## src/rtl/UART_Types.sv

```systemverilog
// Types and oversampling constants shared by the UART transmitter and receiver.
package UART_Types;

  typedef enum logic [1:0] {
    PARITY_NONE = 2'd0,
    PARITY_EVEN = 2'd1,
    PARITY_ODD  = 2'd2
  } Parity;

  typedef enum logic {
    STOP_1 = 1'b0,
    STOP_2 = 1'b1
  } StopBits;

  // Encoded as the bit count itself so the receiver can compare against it directly
  typedef enum logic [3:0] {
    BITS_6 = 4'd6,
    BITS_7 = 4'd7,
    BITS_8 = 4'd8
  } DataBits;

  localparam int         TICKS_PER_BIT = 16;
  localparam logic [3:0] TICK_LAST     = 4'(TICKS_PER_BIT - 1);
  localparam logic [3:0] VOTE_TICK_A   = 4'd7;
  localparam logic [3:0] VOTE_TICK_B   = 4'd8;
  localparam logic [3:0] VOTE_TICK_C   = 4'd9;

  function automatic logic majority3(input logic a, input logic b, input logic c);
    return (a & b) | (a & c) | (b & c);
  endfunction

endpackage

```

## src/rtl/uart_rx_sync.sv

```systemverilog
// Two-flop synchronizer for the serial input; presets to the idle-high line level.
module uart_rx_sync (
  input  logic i_clock,
  input  logic i_reset,
  input  logic i_async,
  output logic o_sync
);

  logic meta;

  always_ff @(posedge i_clock) begin
    if (i_reset) begin
      meta   <= 1'b1;
      o_sync <= 1'b1;
    end else begin
      meta   <= i_async;
      o_sync <= meta;
    end
  end

endmodule

```

## src/rtl/uart_rx.sv

```systemverilog
// UART receiver: 16x oversampled, 3-sample majority vote, MSB-first data, optional parity,
// one or two stop bits, single-byte holding register with sticky overrun.
import UART_Types::*;

module uart_rx (
  input  logic       i_clock,
  input  logic       i_reset,
  input  logic       i_rx,
  input  logic       i_ce,
  input  Parity      i_parity,
  input  StopBits    i_stopBits,
  input  DataBits    i_dataBits,
  input  logic       i_re,
  output logic [7:0] o_data,
  output logic       o_rdy,
  output logic       o_parityErr,
  output logic       o_frameErr,
  output logic       o_overrun,
  output logic       o_busy
);

  typedef enum logic [2:0] {IDLE, START, DATA, PARITY, STOP1, STOP2} state_t;

  state_t     state, state_n;
  logic       rx_s, rx_prev;
  logic [3:0] tick, bit_cnt;
  logic       samp_a, samp_b;
  logic [7:0] shreg;
  logic       par_err, frm_err, done;
  Parity      cfg_par;
  StopBits    cfg_stop;
  DataBits    cfg_bits;
  logic       vote, vote_now, bit_end, last_bit;

  uart_rx_sync u_sync (
    .i_clock (i_clock),
    .i_reset (i_reset),
    .i_async (i_rx),
    .o_sync  (rx_s)
  );

  always_ff @(posedge i_clock) begin
    if (i_reset) state <= IDLE;
    else         state <= state_n;
  end

  always_comb begin
    vote     = majority3(samp_a, samp_b, rx_s);
    vote_now = i_ce && (tick == VOTE_TICK_C);
    bit_end  = i_ce && (tick == TICK_LAST);
    last_bit = (bit_cnt == cfg_bits - 4'd1);
    state_n  = state;
    case (state)
      IDLE:   if (i_ce && rx_prev && !rx_s) state_n = START;
      START: begin
        if (vote_now && vote) state_n = IDLE;
        else if (bit_end)     state_n = DATA;
      end
      DATA:   if (bit_end && last_bit) state_n = (cfg_par != PARITY_NONE) ? PARITY : STOP1;
      PARITY: if (bit_end) state_n = STOP1;
      STOP1: begin
        if (done)                              state_n = IDLE;
        else if (bit_end && cfg_stop == STOP_2) state_n = STOP2;
      end
      STOP2:  if (done) state_n = IDLE;
      default: state_n = IDLE;
    endcase
  end

  // Config is captured continuously in IDLE, so it is frozen for the whole frame.
  always_ff @(posedge i_clock) begin
    if (i_reset) begin
      rx_prev  <= 1'b1;
      tick     <= '0;
      bit_cnt  <= '0;
      samp_a   <= 1'b0;
      samp_b   <= 1'b0;
      shreg    <= '0;
      par_err  <= 1'b0;
      frm_err  <= 1'b0;
      done     <= 1'b0;
      cfg_par  <= PARITY_NONE;
      cfg_stop <= STOP_1;
      cfg_bits <= BITS_8;
    end else begin
      if (i_ce) rx_prev <= rx_s;
      done <= 1'b0;
      if (state == IDLE) begin
        cfg_par  <= i_parity;
        cfg_stop <= i_stopBits;
        cfg_bits <= i_dataBits;
        tick     <= '0;
        bit_cnt  <= '0;
        shreg    <= '0;
        par_err  <= 1'b0;
        frm_err  <= 1'b0;
      end else if (i_ce && !done) begin
        tick <= tick + 4'd1;
        if (tick == VOTE_TICK_A) samp_a <= rx_s;
        if (tick == VOTE_TICK_B) samp_b <= rx_s;
        if (vote_now) begin
          case (state)
            DATA:   shreg   <= {shreg[6:0], vote};
            PARITY: par_err <= ((^shreg) ^ vote) != (cfg_par == PARITY_ODD);
            STOP1: begin
              if (!vote) frm_err <= 1'b1;
              if (cfg_stop == STOP_1) done <= 1'b1;
            end
            STOP2: begin
              if (!vote) frm_err <= 1'b1;
              done <= 1'b1;
            end
            default: ;
          endcase
        end
        if (bit_end && state == DATA) bit_cnt <= bit_cnt + 4'd1;
      end
    end
  end

  always_ff @(posedge i_clock) begin
    if (i_reset) begin
      o_data      <= '0;
      o_rdy       <= 1'b0;
      o_parityErr <= 1'b0;
      o_frameErr  <= 1'b0;
      o_overrun   <= 1'b0;
    end else if (done) begin
      o_data      <= shreg;
      o_parityErr <= par_err;
      o_frameErr  <= frm_err;
      o_rdy       <= 1'b1;
      if (o_rdy && !i_re) o_overrun <= 1'b1;
    end else if (i_re && o_rdy) begin
      o_rdy <= 1'b0;
    end
  end

  assign o_busy = (state != IDLE);

endmodule

```

## config.mk

```make
export PLATFORM = sky130hd
export DESIGN_NAME = uart_rx
export DESIGN_NICKNAME = d
export VERILOG_FILES = /design/src/rtl/UART_Types.sv /design/src/rtl/uart_rx_sync.sv /design/src/rtl/uart_rx.sv
export SDC_FILE = /design/constraint.sdc
export NUM_CORES = 1
export LEC_CHECK = 0
export ABC_AREA = 0
export BUFFER_PORTS_ARGS = -buffer_cell sky130_fd_sc_hd__buf_4
export CAP_MARGIN = 20
export CORE_AREA = 2 2 80 97
export DETAILED_ROUTE_END_ITERATION = 12
export DIE_AREA = 0 0 82 99
export PLACE_DENSITY = 0.51
export SLEW_MARGIN = 20
export SYNTH_ARGS = -nofsm -noshare
export SYNTH_HDL_FRONTEND = slang
export SYNTH_SLANG_ARGS = --single-unit
export TNS_END_PERCENT = 1
```

## constraint.sdc

```tcl
create_clock -name i_clock -period 3.53 [get_ports i_clock]
set_input_delay 0.353 -clock i_clock [delete_from_list [all_inputs] [get_ports i_clock]]
set_output_delay 0.353 -clock i_clock [all_outputs]
set_load 0.02 [all_outputs]
```

==> flow_summary.json <==
{
  "hp-start": "i_rx",
  "fin_setup_tns_ns": 0,
  "grt_pass1_vias": 1395,
  "max_freq_ghz": 0.4695,
  "drive_above_1_share": 0.1700,
  "startpoint_type": "flop",
  "cts_setup_buffers": 0,
  "dp_cells": 329,
  "core_area_um2": 7147,
  "numPortBuffers": 24,
  "io_pins": 25,
  "grtUsageTotal": 0.1047,
  "slew-limit-headroom": 0.4522,
  "timing.final.crit_share": 0.6034,
  "regToRegSetupSlack_ns": 1.40,
  "place_congestion": 0.6971,
  "timing.rr.end": "shreg[5]",
  "antenna_found_initial": 0,
  "synth_edf_count": 0,
  "worstPathMaxFanout": 15,
  "grt_max_degree": 32,
  "hold_path_class": "primary input to flop",
  "synth_seq_cells": 46,
  "setup_viol": 0,
  "clk_latency_ns": 0.29,
  "ys.flop_type": "dfxtp_1",
  "synth_cell_types": 41,
  "rsz0062_at_grt": "false",
  "clk_pin_slew_ns": 0.08,
  "crit_slowest_cell": "dfxtp_1",
  "firstDrtPassIters": 4,
  "cts_root_buf": "clkbuf_8",
  "worstSetupEndpointType": "flop",
  "grt-busiest-layer": "met2",
  "hold_depth": 2,
  "antennaDiodeCount": 0,
  "use_met1": 0.1343,
  "syn_inst": 227,
  "nNetsFinal": 263,
  "synthArstFlopShare": 0,
  "period_needed_ns": 2.130,
  "start_util": 0.2946,
  "hold_end": "u_sync.meta",
  "leakage_nw": 0.8977,
  "powerDensity_nw_per_um2": 468.0,
  "hpwl_um": 2774,
  "dieArea_um2": 8118,
  "avgSynthCellArea_um2": 9.277,
  "gr-total-overflow": 0,
  "critPathRequiredTime_ns": 3.69,
  "synth_seq_area_share": 0.4373,
  "maxCapViolCount": 0,
  "die_x_um": 82,
  "routed_wl_um": 3929,
  "via_per_inst": 4.525,
  "grt_use_met3": 0.03205,
  "drtIter0Drc": 46,
  "use_met2": 0.1639,
  "cts_inserted_buffers": 5,
  "timing_worst_setup_path_type": "flop to flop",
  "die_y_um": 99,
  "outcome": "complete, no violations",
  "clk_path_buf_depth": 2,
  "wire_per_inst_um": 11.66,
  "synthesis.area_um2": 2106,
  "path_cells": "nor2b_1 > and2_1 > and2b_1 > mux2i_1 > nor2_1",
  "worstRegToRegCells": 5,
  "dr_total_vias": 1525,
  "tightestPinTransition_ns": 0.8206,
  "slew_viol_final": 0,
  "cts_resized": 0,
  "cts-htree-levels": 2,
  "cts_hold_buf": 0,
  "row_count": 34,
  "timing.rr.start": "done",
  "syn-num-nets": 244,
  "slowest_delay_ns": 0.58,
  "ant_nets": 0,
  "crit_arrival_ns": 2.29,
  "ir_worst_vdd_mv": 0.3051,
  "clkSinkCount": 46,
  "skew_ns": 0.003263,
  "final_cells": 337,
  "grt_pass1_wl_um": 6582,
  "cts_tree": "done",
  "drc_errors": 0,
  "finalHoldViolCount": 0,
  "syn2layout_area_growth_pct": 14.85,
  "ys_warn_count": 0
}
registers in the layout, summed over array words and instances (netlist names), 2 cells and up:
name,count
state,3
o_data,8
cfg_par,2
shreg,8
cfg_bits,4
bit_cnt,4
tick,4
synthesized netlist by cell type (all sizes together) (2+ instances only):
cell    count  area, um^2
dfxtp      46       920.9
nor2       39       151.4
mux2i      21       210.2
nand2      18       67.56
xnor2      13       113.9
a21oi      11       55.05
buf         9       60.06
nor2b       8       50.05
xor2        8       70.07
inv         6       22.52
nor3        6       52.55
ha          5       62.56
nand4       4       25.02
clkbuf      3       11.26
nand3b      3       22.52
o21ai       3       15.01
a31oi       2       12.51
and3b       2       17.52
nand2b      2       12.51
or2         2       12.51
stage by stage:
stage / utilization / setup slack (ns) / power (W) / instance area [um^2] / hold slack (ns)
2_1_floorplan: - / 1.784 / 0.0007678 / 2106 / 0.3895
3_3_place_gp: 0.3256 / 1.410 / 0.0008209 / 2327 / 0.3966
3_5_place_dp: 0.3256 / 1.376 / 0.0008234 / 2327 / 0.3975
4_1_cts: 0.3384 / 1.366 / 0.001153 / 2419 / 0.2267
5_1_grt: 0.3384 / 1.145 / 0.001202 / 2419 / 0.2203
6_report: 0.3384 / 1.400 / 0.001132 / 2419 / 0.2357
final cells by class:
| cell class | count | area (um^2) |
|---|---|---|
| inverter | 6 | 22.52 |
| clock buffer | 7 | 86.33 |
| sequential | 46 | 920.9 |
| clock inverter | 1 | 5.005 |
| fill | 758 | 4728 |
| timing repair buffer | 24 | 180.2 |
| tap | 90 | 112.6 |
| multi-input combinational | 163 | 1091 |
cell usage in the layout, fill, tap and decap left out, types with 3 or more instances in the layout:
master	n
xnor2_1	13
dfxtp_1	46
nand4_1	4
nand2_1	18
nor2_1	37
nand3b_1	3
inv_1	5
buf_4	24
a21oi_1	11
nor2b_1	8
xor2_1	8
ha_1	5
nor3_1	4
clkbuf_8	6
o21ai_0	3
mux2i_1	21
logic make-up (layout without fill, tap and decap cells):
logic type / Yosys count / count (layout) / share of synthesized area
AND/OR/NAND/NOR: 92 / 92 / 0.2246
flip-flops: 46 / 46 / 0.4373
AO/OA/AOI/OAI: 22 / 22 / 0.06417
multiplexers: 22 / 22 / 0.1069
XOR/XNOR: 21 / 21 / 0.08735
buffers and inverters: 18 / 38 / 0.04456
adder cells (fa/ha/maj): 6 / 6 / 0.03506
how the worst max path moves through the flow:
stage               startpoint       end
floorplan              tick[0]  state[1]
global placement          done  shreg[0]
detailed placement        done  shreg[5]
CTS                       done  shreg[3]
global route              done  shreg[5]
finish                    done  shreg[5]
where the power goes:
part           internal, W  leakage [nW]  switching (W)
Sequential        0.000549         0.373      0.0000355
Combinational    0.0000940         0.476       0.000127
Clock             0.000158        0.0482       0.000168
Total             0.000801         0.898       0.000331
worst max-delay path, delay by kind of cell (launching register included):
family           cells  cell delay [ns]
muxes                1             0.24
and+or+nand+nor      4             1.17
DFF                  1             0.58
routing by layer:
| layer | part of all wire | routed length [um] |
|---|---|---|
| met4 | 0.014 | 55 |
| met1 | 0.47 | 1846 |
| met2 | 0.47 | 1852 |
| met5 | 0 | 0 |
| met3 | 0.045 | 176 |
No activity file was read; power rests on OpenSTA's default activity.
